==> src/rtl/mem_access_unit_if.sv <==
`default_nettype none
// ============================================================================
//  Module   : mem_access_unit_if
//  Brief    : Request/response and Memory port bundle for mem_access_unit.
//  Revision : 1.0
// ============================================================================
interface mem_access_unit_if;
    logic        reqValid;
    logic        reqReady;
    logic        reqWrite;
    logic [1:0]  reqSize;
    logic        reqSigned;
    logic [31:0] reqAddr;
    logic [31:0] reqWData;
    logic        rspValid;
    logic        rspReady;
    logic [31:0] rspData;
    logic        rspErr;
    logic [31:0] memAddress;
    logic [31:0] memWriteData;
    logic        memWriteEnable;
    logic [31:0] memReadData;

    modport slave (
        input  reqValid, reqWrite, reqSize, reqSigned, reqAddr, reqWData,
        input  rspReady, memReadData,
        output reqReady, rspValid, rspData, rspErr,
        output memAddress, memWriteData, memWriteEnable
    );

    modport master (
        output reqValid, reqWrite, reqSize, reqSigned, reqAddr, reqWData,
        output rspReady, memReadData,
        input  reqReady, rspValid, rspData, rspErr,
        input  memAddress, memWriteData, memWriteEnable
    );
endinterface
`default_nettype wire

==> src/rtl/mem_access_unit.sv <==
`default_nettype none
// ============================================================================
//  Module   : mem_access_unit
//  Brief    : Single-outstanding load/store initiator with sub-word RMW stores.
//  Revision : 1.0
// ============================================================================
module mem_access_unit #(
    parameter int ADDR_SHIFT = 0
) (
    input  wire logic        Clk,
    input  wire logic        Rst_n,
    mem_access_unit_if.slave bus
);
    localparam logic [2:0] c_IDLE    = 3'd0;
    localparam logic [2:0] c_READ    = 3'd1;
    localparam logic [2:0] c_RMW_RD  = 3'd2;
    localparam logic [2:0] c_WRITE   = 3'd3;
    localparam logic [2:0] c_RESP    = 3'd4;
    localparam logic [1:0] c_SZ_BYTE = 2'b00;
    localparam logic [1:0] c_SZ_HALF = 2'b01;
    localparam logic [1:0] c_SZ_WORD = 2'b10;

    logic [2:0]  r_state, w_state_nxt;
    logic [31:0] r_word_idx, r_wdata, r_merge, r_rsp_data;
    logic [1:0]  r_lane, r_size;
    logic        r_signed, r_rsp_err;
    logic [31:0] w_req_idx;
    logic [1:0]  w_req_lane;
    logic        w_accept, w_req_err;
    logic [4:0]  w_shamt;
    logic [31:0] w_rd_shifted, w_load_val, w_lane_mask, w_merged;

    generate
        if (ADDR_SHIFT == 2) begin : g_lane_shift2
            assign w_req_idx  = {2'b00, bus.reqAddr[31:2]};
            assign w_req_lane = bus.reqAddr[1:0];
        end else begin : g_lane_shift0
            assign w_req_idx  = bus.reqAddr;
            assign w_req_lane = 2'b00;
        end
    endgenerate

    assign w_accept = bus.reqValid && (r_state == c_IDLE);

    always_comb begin
        w_req_err = 1'b0;
        case (bus.reqSize)
            c_SZ_BYTE: w_req_err = 1'b0;
            c_SZ_HALF: w_req_err = w_req_lane[0];
            c_SZ_WORD: w_req_err = (w_req_lane != 2'b00);
            default:   w_req_err = 1'b1;
        endcase
    end

    always_ff @(posedge Clk) begin
        if (!Rst_n) begin
            r_state <= c_IDLE;
        end else begin
            r_state <= w_state_nxt;
        end
    end

    always_comb begin
        w_state_nxt = r_state;
        case (r_state)
            c_IDLE: begin
                if (w_accept) begin
                    if (w_req_err)                   w_state_nxt = c_RESP;
                    else if (!bus.reqWrite)          w_state_nxt = c_READ;
                    else if (bus.reqSize == c_SZ_WORD) w_state_nxt = c_WRITE;
                    else                             w_state_nxt = c_RMW_RD;
                end
            end
            c_READ:   w_state_nxt = c_RESP;
            c_RMW_RD: w_state_nxt = c_WRITE;
            c_WRITE:  w_state_nxt = c_RESP;
            c_RESP:   if (bus.rspReady) w_state_nxt = c_IDLE;
            default:  w_state_nxt = c_IDLE;
        endcase
    end

    // Lane position in bits; the same shift serves load extraction and store merge.
    assign w_shamt      = {r_lane, 3'b000};
    assign w_rd_shifted = bus.memReadData >> w_shamt;

    always_comb begin
        w_load_val = w_rd_shifted;
        case (r_size)
            c_SZ_BYTE: w_load_val = {{24{r_signed & w_rd_shifted[7]}},  w_rd_shifted[7:0]};
            c_SZ_HALF: w_load_val = {{16{r_signed & w_rd_shifted[15]}}, w_rd_shifted[15:0]};
            default:   w_load_val = w_rd_shifted;
        endcase
    end

    always_comb begin
        w_lane_mask = (r_size == c_SZ_BYTE) ? 32'h0000_00FF : 32'h0000_FFFF;
        w_merged    = (r_merge & ~(w_lane_mask << w_shamt)) | ((r_wdata & w_lane_mask) << w_shamt);
    end

    always_comb begin
        bus.reqReady       = 1'b0;
        bus.rspValid       = 1'b0;
        bus.memWriteEnable = 1'b0;
        bus.memWriteData   = 32'h0;
        case (r_state)
            c_IDLE:  bus.reqReady = 1'b1;
            c_WRITE: begin
                bus.memWriteEnable = 1'b1;
                bus.memWriteData   = (r_size == c_SZ_WORD) ? r_wdata : w_merged;
            end
            c_RESP:  bus.rspValid = 1'b1;
            default: ;
        endcase
    end

    assign bus.memAddress = r_word_idx;
    assign bus.rspData    = r_rsp_data;
    assign bus.rspErr     = r_rsp_err;

    always_ff @(posedge Clk) begin
        if (!Rst_n) begin
            r_word_idx <= 32'h0;
            r_lane     <= 2'b00;
            r_size     <= 2'b00;
            r_signed   <= 1'b0;
            r_wdata    <= 32'h0;
            r_merge    <= 32'h0;
            r_rsp_data <= 32'h0;
            r_rsp_err  <= 1'b0;
        end else begin
            // Clearing the response here leaves 0 for stores and errors.
            if (w_accept) begin
                r_word_idx <= w_req_idx;
                r_lane     <= w_req_lane;
                r_size     <= bus.reqSize;
                r_signed   <= bus.reqSigned;
                r_wdata    <= bus.reqWData;
                r_rsp_data <= 32'h0;
                r_rsp_err  <= w_req_err;
            end
            if (r_state == c_READ) begin
                r_rsp_data <= w_load_val;
            end
            if (r_state == c_RMW_RD) begin
                r_merge <= bus.memReadData;
            end
        end
    end
endmodule
`default_nettype wire
==> src/flat_wrapper.sv <==
// flat-port wrapper written by rule: the top's interface ports become plain ports
module mem_access_unit_flat 
#(
    parameter int ADDR_SHIFT = 0
)
  (Clk, Rst_n, bus_reqValid, bus_reqWrite, bus_reqSize, bus_reqSigned, bus_reqAddr, bus_reqWData, bus_rspReady, bus_memReadData, bus_reqReady, bus_rspValid, bus_rspData, bus_rspErr, bus_memAddress, bus_memWriteData, bus_memWriteEnable);
  mem_access_unit_if bus_i ();
  input  wire logic Clk;
  input  wire logic Rst_n;
  input wire logic [$bits(bus_i.reqValid)-1:0] bus_reqValid;
  input wire logic [$bits(bus_i.reqWrite)-1:0] bus_reqWrite;
  input wire logic [$bits(bus_i.reqSize)-1:0] bus_reqSize;
  input wire logic [$bits(bus_i.reqSigned)-1:0] bus_reqSigned;
  input wire logic [$bits(bus_i.reqAddr)-1:0] bus_reqAddr;
  input wire logic [$bits(bus_i.reqWData)-1:0] bus_reqWData;
  input wire logic [$bits(bus_i.rspReady)-1:0] bus_rspReady;
  input wire logic [$bits(bus_i.memReadData)-1:0] bus_memReadData;
  output wire logic [$bits(bus_i.reqReady)-1:0] bus_reqReady;
  output wire logic [$bits(bus_i.rspValid)-1:0] bus_rspValid;
  output wire logic [$bits(bus_i.rspData)-1:0] bus_rspData;
  output wire logic [$bits(bus_i.rspErr)-1:0] bus_rspErr;
  output wire logic [$bits(bus_i.memAddress)-1:0] bus_memAddress;
  output wire logic [$bits(bus_i.memWriteData)-1:0] bus_memWriteData;
  output wire logic [$bits(bus_i.memWriteEnable)-1:0] bus_memWriteEnable;
  assign bus_i.reqValid = bus_reqValid;
  assign bus_i.reqWrite = bus_reqWrite;
  assign bus_i.reqSize = bus_reqSize;
  assign bus_i.reqSigned = bus_reqSigned;
  assign bus_i.reqAddr = bus_reqAddr;
  assign bus_i.reqWData = bus_reqWData;
  assign bus_i.rspReady = bus_rspReady;
  assign bus_i.memReadData = bus_memReadData;
  assign bus_reqReady = bus_i.reqReady;
  assign bus_rspValid = bus_i.rspValid;
  assign bus_rspData = bus_i.rspData;
  assign bus_rspErr = bus_i.rspErr;
  assign bus_memAddress = bus_i.memAddress;
  assign bus_memWriteData = bus_i.memWriteData;
  assign bus_memWriteEnable = bus_i.memWriteEnable;
  mem_access_unit #(.ADDR_SHIFT(ADDR_SHIFT)) u_core (.Clk(Clk), .Rst_n(Rst_n), .bus(bus_i));
endmodule
==> config.mk <==
export PLATFORM = sky130hd
export DESIGN_NAME = mem_access_unit_flat
export DESIGN_NICKNAME = d
export VERILOG_FILES = /design/src/rtl/mem_access_unit_if.sv /design/src/rtl/mem_access_unit.sv /design/src/flat_wrapper.sv
export SDC_FILE = /design/constraint.sdc
export NUM_CORES = 1
export LEC_CHECK = 0
export ABC_AREA = 0
export CAP_MARGIN = 5
export CORE_MARGIN = 5
export CORE_UTILIZATION = 45
export DETAILED_ROUTE_END_ITERATION = 16
export GPL_ROUTABILITY_DRIVEN = 1
export PLACE_DENSITY = 0.83
export SYNTH_ARGS = -nofsm -noshare
export SYNTH_HDL_FRONTEND = slang
export SYNTH_SLANG_ARGS = --single-unit
==> constraint.sdc <==
create_clock -name Clk -period 2.8 [get_ports Clk]
set_input_delay 0.56 -clock Clk [delete_from_list [all_inputs] [get_ports Clk]]
set_output_delay 0.56 -clock Clk [all_outputs]
set_load 0.02 [all_outputs]
==> summary.md <==
| Metric | Value |
|---|---|
| Run status | finished, final reports clean |
| Routed wire per std cell | approximately 16 microns |
| Fraction of layout cells with a size suffix above 1 | under 10% |
| Cell area after placement | between 7000 and 8000 sq um |
| Total power divided by cell area | about 630 nW/um^2 |
| Startpoint of the most critical register-to-register path | u_core.r_state[0] |
| Count of hold buffers inserted by post-cts repair | 0 |
| Number of cells on the worst reg-to-reg path | 4 |
| Tightest Hold Check Type | register to register |
| Final WL | roughly 15 mm |
| Net Count, Synth | 748 |
| CP startpoint kind | register |
| Vertical extent of the die | approximately 120 microns |
| Min Clock Period, post-route | around 2.7 ns |
| Cells after synthesis | 644 |
| Period utilization | approximately 96% |
| Antenna cell count | 0 |
| Distinct cells, synth | 34 |
| Synth async-reset ratio | 0% |
| Compound-cell area share of the yosys netlist | about a fifth |
| Post-synthesis simple-gate area fraction | 24.00% |
| Gpl congestion | around 0.91 |
| Detail Route Antenna Nets | 0 |
| Unrepaired setup endpoints after global routing | true |
| Power consumption | approximately 4.9 mW |
| HP Start | u_core.bus.memAddress[29] |
| Number of antenna violations at the first check in global routing | 1 |
| TritonCTS clock tree | done |
| Static leakage power | roughly 3 nW |
| Non-filler instance count after layout | just under 1000 |
| H-tree depth | 4 |
| Post-Syn Area | about 5100 sq um |
| Starting utilization of the core area | 45.45% |
| Worst setup path startpoint | u_core.r_size[1] |
| Cells taking the most area after synthesis | sky130_fd_sc_hd__dfxtp_1 49%, sky130_fd_sc_hd__nand2_1 13%, sky130_fd_sc_hd__o21ai_0 7.2%, sky130_fd_sc_hd__nand3_1 6.5%, sky130_fd_sc_hd__a22o_1 4.1% |
| Adder-cell area share of the yosys netlist | 0% |
| Clock Skews | 0.009106 ns |
| Pre-Repair DR Iteration Count | 5 |
| Vias in the first global route | between 5000 and 6000 |
| Filler Cell Count | 890 |
| Worst R2R End | u_core.bus.rspData[7] |
| Worst min-delay path endpoint | u_core.bus.memAddress[29] |
| Placeable core region | roughly 11000 sq um |
| CTS Sinks | 127 |
| Final count of pins violating max slew | 0 |
| Max Cap Violations | 0 |
| Worst rel slew slack | between 10% and 20% |
| Global-route usage over all layers | 22.26% |
| Dominant cell by count in the synthesized netlist | sky130_fd_sc_hd__nand2_1 |
| Maximum number of pins on one net before global-route repair | roughly 140 |
| Number of cell rows | 39 |
| Combinational family with the most area after synthesis | simple AND/OR/NAND/NOR gates |
| Transition time of the tightest slew-check pin | 1.213 ns |
| Number of placed I/O pins | roughly 200 |
| Count of endpoints failing setup in the final report | 0 |
| Most used standard cells in the synthesized netlist | 182 x sky130_fd_sc_hd__nand2_1, 127 x sky130_fd_sc_hd__dfxtp_1, 74 x sky130_fd_sc_hd__o21ai_0 |
| IO Port Bufs | around 200 |
| Width of the die | 116.9 microns |
| Via density | around 5.3 |
| Cell-by-cell listing of the critical path | nor2b_1 -> buf_4 -> nand2_1 -> a21oi_1 -> clkdlybuf4s50_1 |
| Cell count of the worst hold path | 2 |
| Total vias in the final route | between 5000 and 6000 |
| Mux share of post-synthesis cell area | less than 1% |
| Wire length of the first global-routing pass | ~24 mm |
| Die Area | roughly 14000 sq um |
| Setup crit end kind | output pin |
| Crit path max-delay cell type | sky130_fd_sc_hd__clkdlybuf4s50_1 |
| IR drop worst, VDD | between 0.5 and 0.6 mV |
| Post-route standard cell area excluding fillers | a little under 8000 sq um |
| Classification of the worst setup path | register to output pin |
| Area grow syn2layout | 52.29% |
| Post-route DRC | 0 |
| Required time worst endpoint | around 2.2 ns |
| Number of clock buffers inserted by TritonCTS | 17 |
| Number of buffers between clock root and the deepest sink | 2 |
| Clock transition at the registers of the reported paths | about 0.05 ns |
| Final hold vios | 0 |
| Library cell with the largest summed area after synthesis | sky130_fd_sc_hd__dfxtp_1 |
| Final HPWL DP | roughly 11 mm |
| Crit path DAT | approximately 2.1 ns |
| Final #Nets | 924 |
| Post-CTS setup repair buffer count | 0 |
| Clock Latency Late Sink | between 0.4 and 0.5 ns |
| Final core utilization | 69.21% |
| Slack of the worst reg-to-reg path | ~0.90 ns |
| Crit path buf inv count | 2 |
| Number of enable flip-flop cells after synthesis | 0 |
| Top cell type's share of synthesized area | approximately 50% |
| Count of synthesis-stage warnings from yosys | 0 |
| Largest delay share family, worst path | buffers and inverters |
| Number of synthesized register bits | around 130 |
| Sequential-to-total area share from yosys stat | about 49% |
| Final global-route overflow total | 0 |
| CTS root buf | sky130_fd_sc_hd__clkbuf_16 |
| Maximum single-stage delay on the critical path | between 0.6 and 0.7 ns |
| Peak clock frequency supported by timing | 0.3725 GHz |
| Largest driver fanout on the critical path | 16 |
| # placed instances | approximately 940 |
| Share of the synthesized netlist area taken by xor and xnor gates | 0% |
| First DRT Iteration DRCs | 418 |
| Main synth FF type | sky130_fd_sc_hd__dfxtp_1 |
| Synthesized area per cell | between 7 and 8 sq um |
==> stage by stage <==
step	TNS (ns)	hold WS [ns]	setup WS [ns]
6_report	0	0.4496	0.1152
5_1_grt	-0.03019	0.4700	-0.01095
4_1_cts	0	0.4512	0.01114
3_5_place_dp	0	0.4441	0.3426
3_3_place_gp	0	0.4355	0.3785
2_1_floorplan	0	0.4314	0.8542
==> flip-flops by register name, summed over array words and instances (netlist names) <==
name / count
u_core.r_merge: 24
u_core.r_size: 2
u_core.r_state: 3
u_core.bus.memAddress: 32
u_core.r_signed: 1
u_core.bus.rspErr: 1
u_core.r_wdata: 32
u_core.bus.rspData: 32
==> area by class of cell <==
| class | instances | area, sq um | share of cell area, % |
|---|---|---|---|
| clock inverters | 12 | 142.6 | 1.821 |
| well taps | 143 | 178.9 | 2.284 |
| multi-input cells | 456 | 2342 | 29.89 |
| flip-flops and latches | 127 | 2544 | 32.47 |
| repair buffers | 217 | 2177 | 27.79 |
| clock buffers | 20 | 446.7 | 5.701 |
| inverters | 1 | 3.754 | 0.04791 |
==> worst max-delay path by stage <==
stage	to	slack, ns	depth (start not counted)
2_1_floorplan	bus_memWriteData[21]	0.85	5
3_3_place_gp	u_core.bus.rspData[27]	0.38	4
3_5_place_dp	u_core.bus.rspData[26]	0.34	4
4_1_cts	bus_memWriteData[20]	0.01	5
5_1_grt	bus_memWriteData[22]	-0.01	5
6_report	bus_memWriteData[22]	0.12	5
==> power by group <==
part / switching (mW) / internal [mW]
logic: 0.390 / 0.340
clock network: 0.781 / 1.41
registers: 0.0655 / 1.93
total: 1.24 / 3.68
==> placed cells by master (no fill, tap or decap), drive strengths merged, types with 2 or more instances in the layout <==
cell           netlist  final
clkinvlp             0      3
buf                 22     15
o21ai               84     84
dfxtp              127    127
dlymetal6s2s         0     12
a21oi               32     32
nand2b               3      3
and2                 8      8
clkbuf              38     20
bufinv               0      3
a21boi              24     24
clkdlybuf4s50        0    190
a22o                24     24
nor2                 5      5
clkinv               0      6
nand2              182    182
a31oi                2      2
nand3               67     67
o2bb2ai              8      8
nor3b                3      3
nor4bb               2      2
==> kinds of logic after synthesis <==
kind of cell / after synthesis
flip-flops: 127
AO/OA/AOI/OAI: 177
multiplexers: 1
buffers and inverters: 61
AND/OR/NAND/NOR: 278
==> routing by layer <==
layer / GRT usage [%] / wire length [microns]
met2: 35.95 / 7228
met5: 0 / 13
met3: 9.717 / 1674
met4: 8.333 / 243
met1: 26.27 / 6014
==> worst reg2reg max path, delay by kind of cell, from the launching register on <==
family | cells | cell delay (ns)
buffers and inverters | 1 | 0.18
DFF | 1 | 0.31
and+or+nand+nor | 1 | 0.12
AOI/OAI and AO/OA | 2 | 1.24
==> timing repair <==
item	in CTS	in global routing
gates resized for setup	1	13
setup endpoints to repair	15	13
cloned	0	0
endpoints found under the hold margin	0	0
pin swaps	0	0
Note: power is estimated with default switching activity, not from simulation.
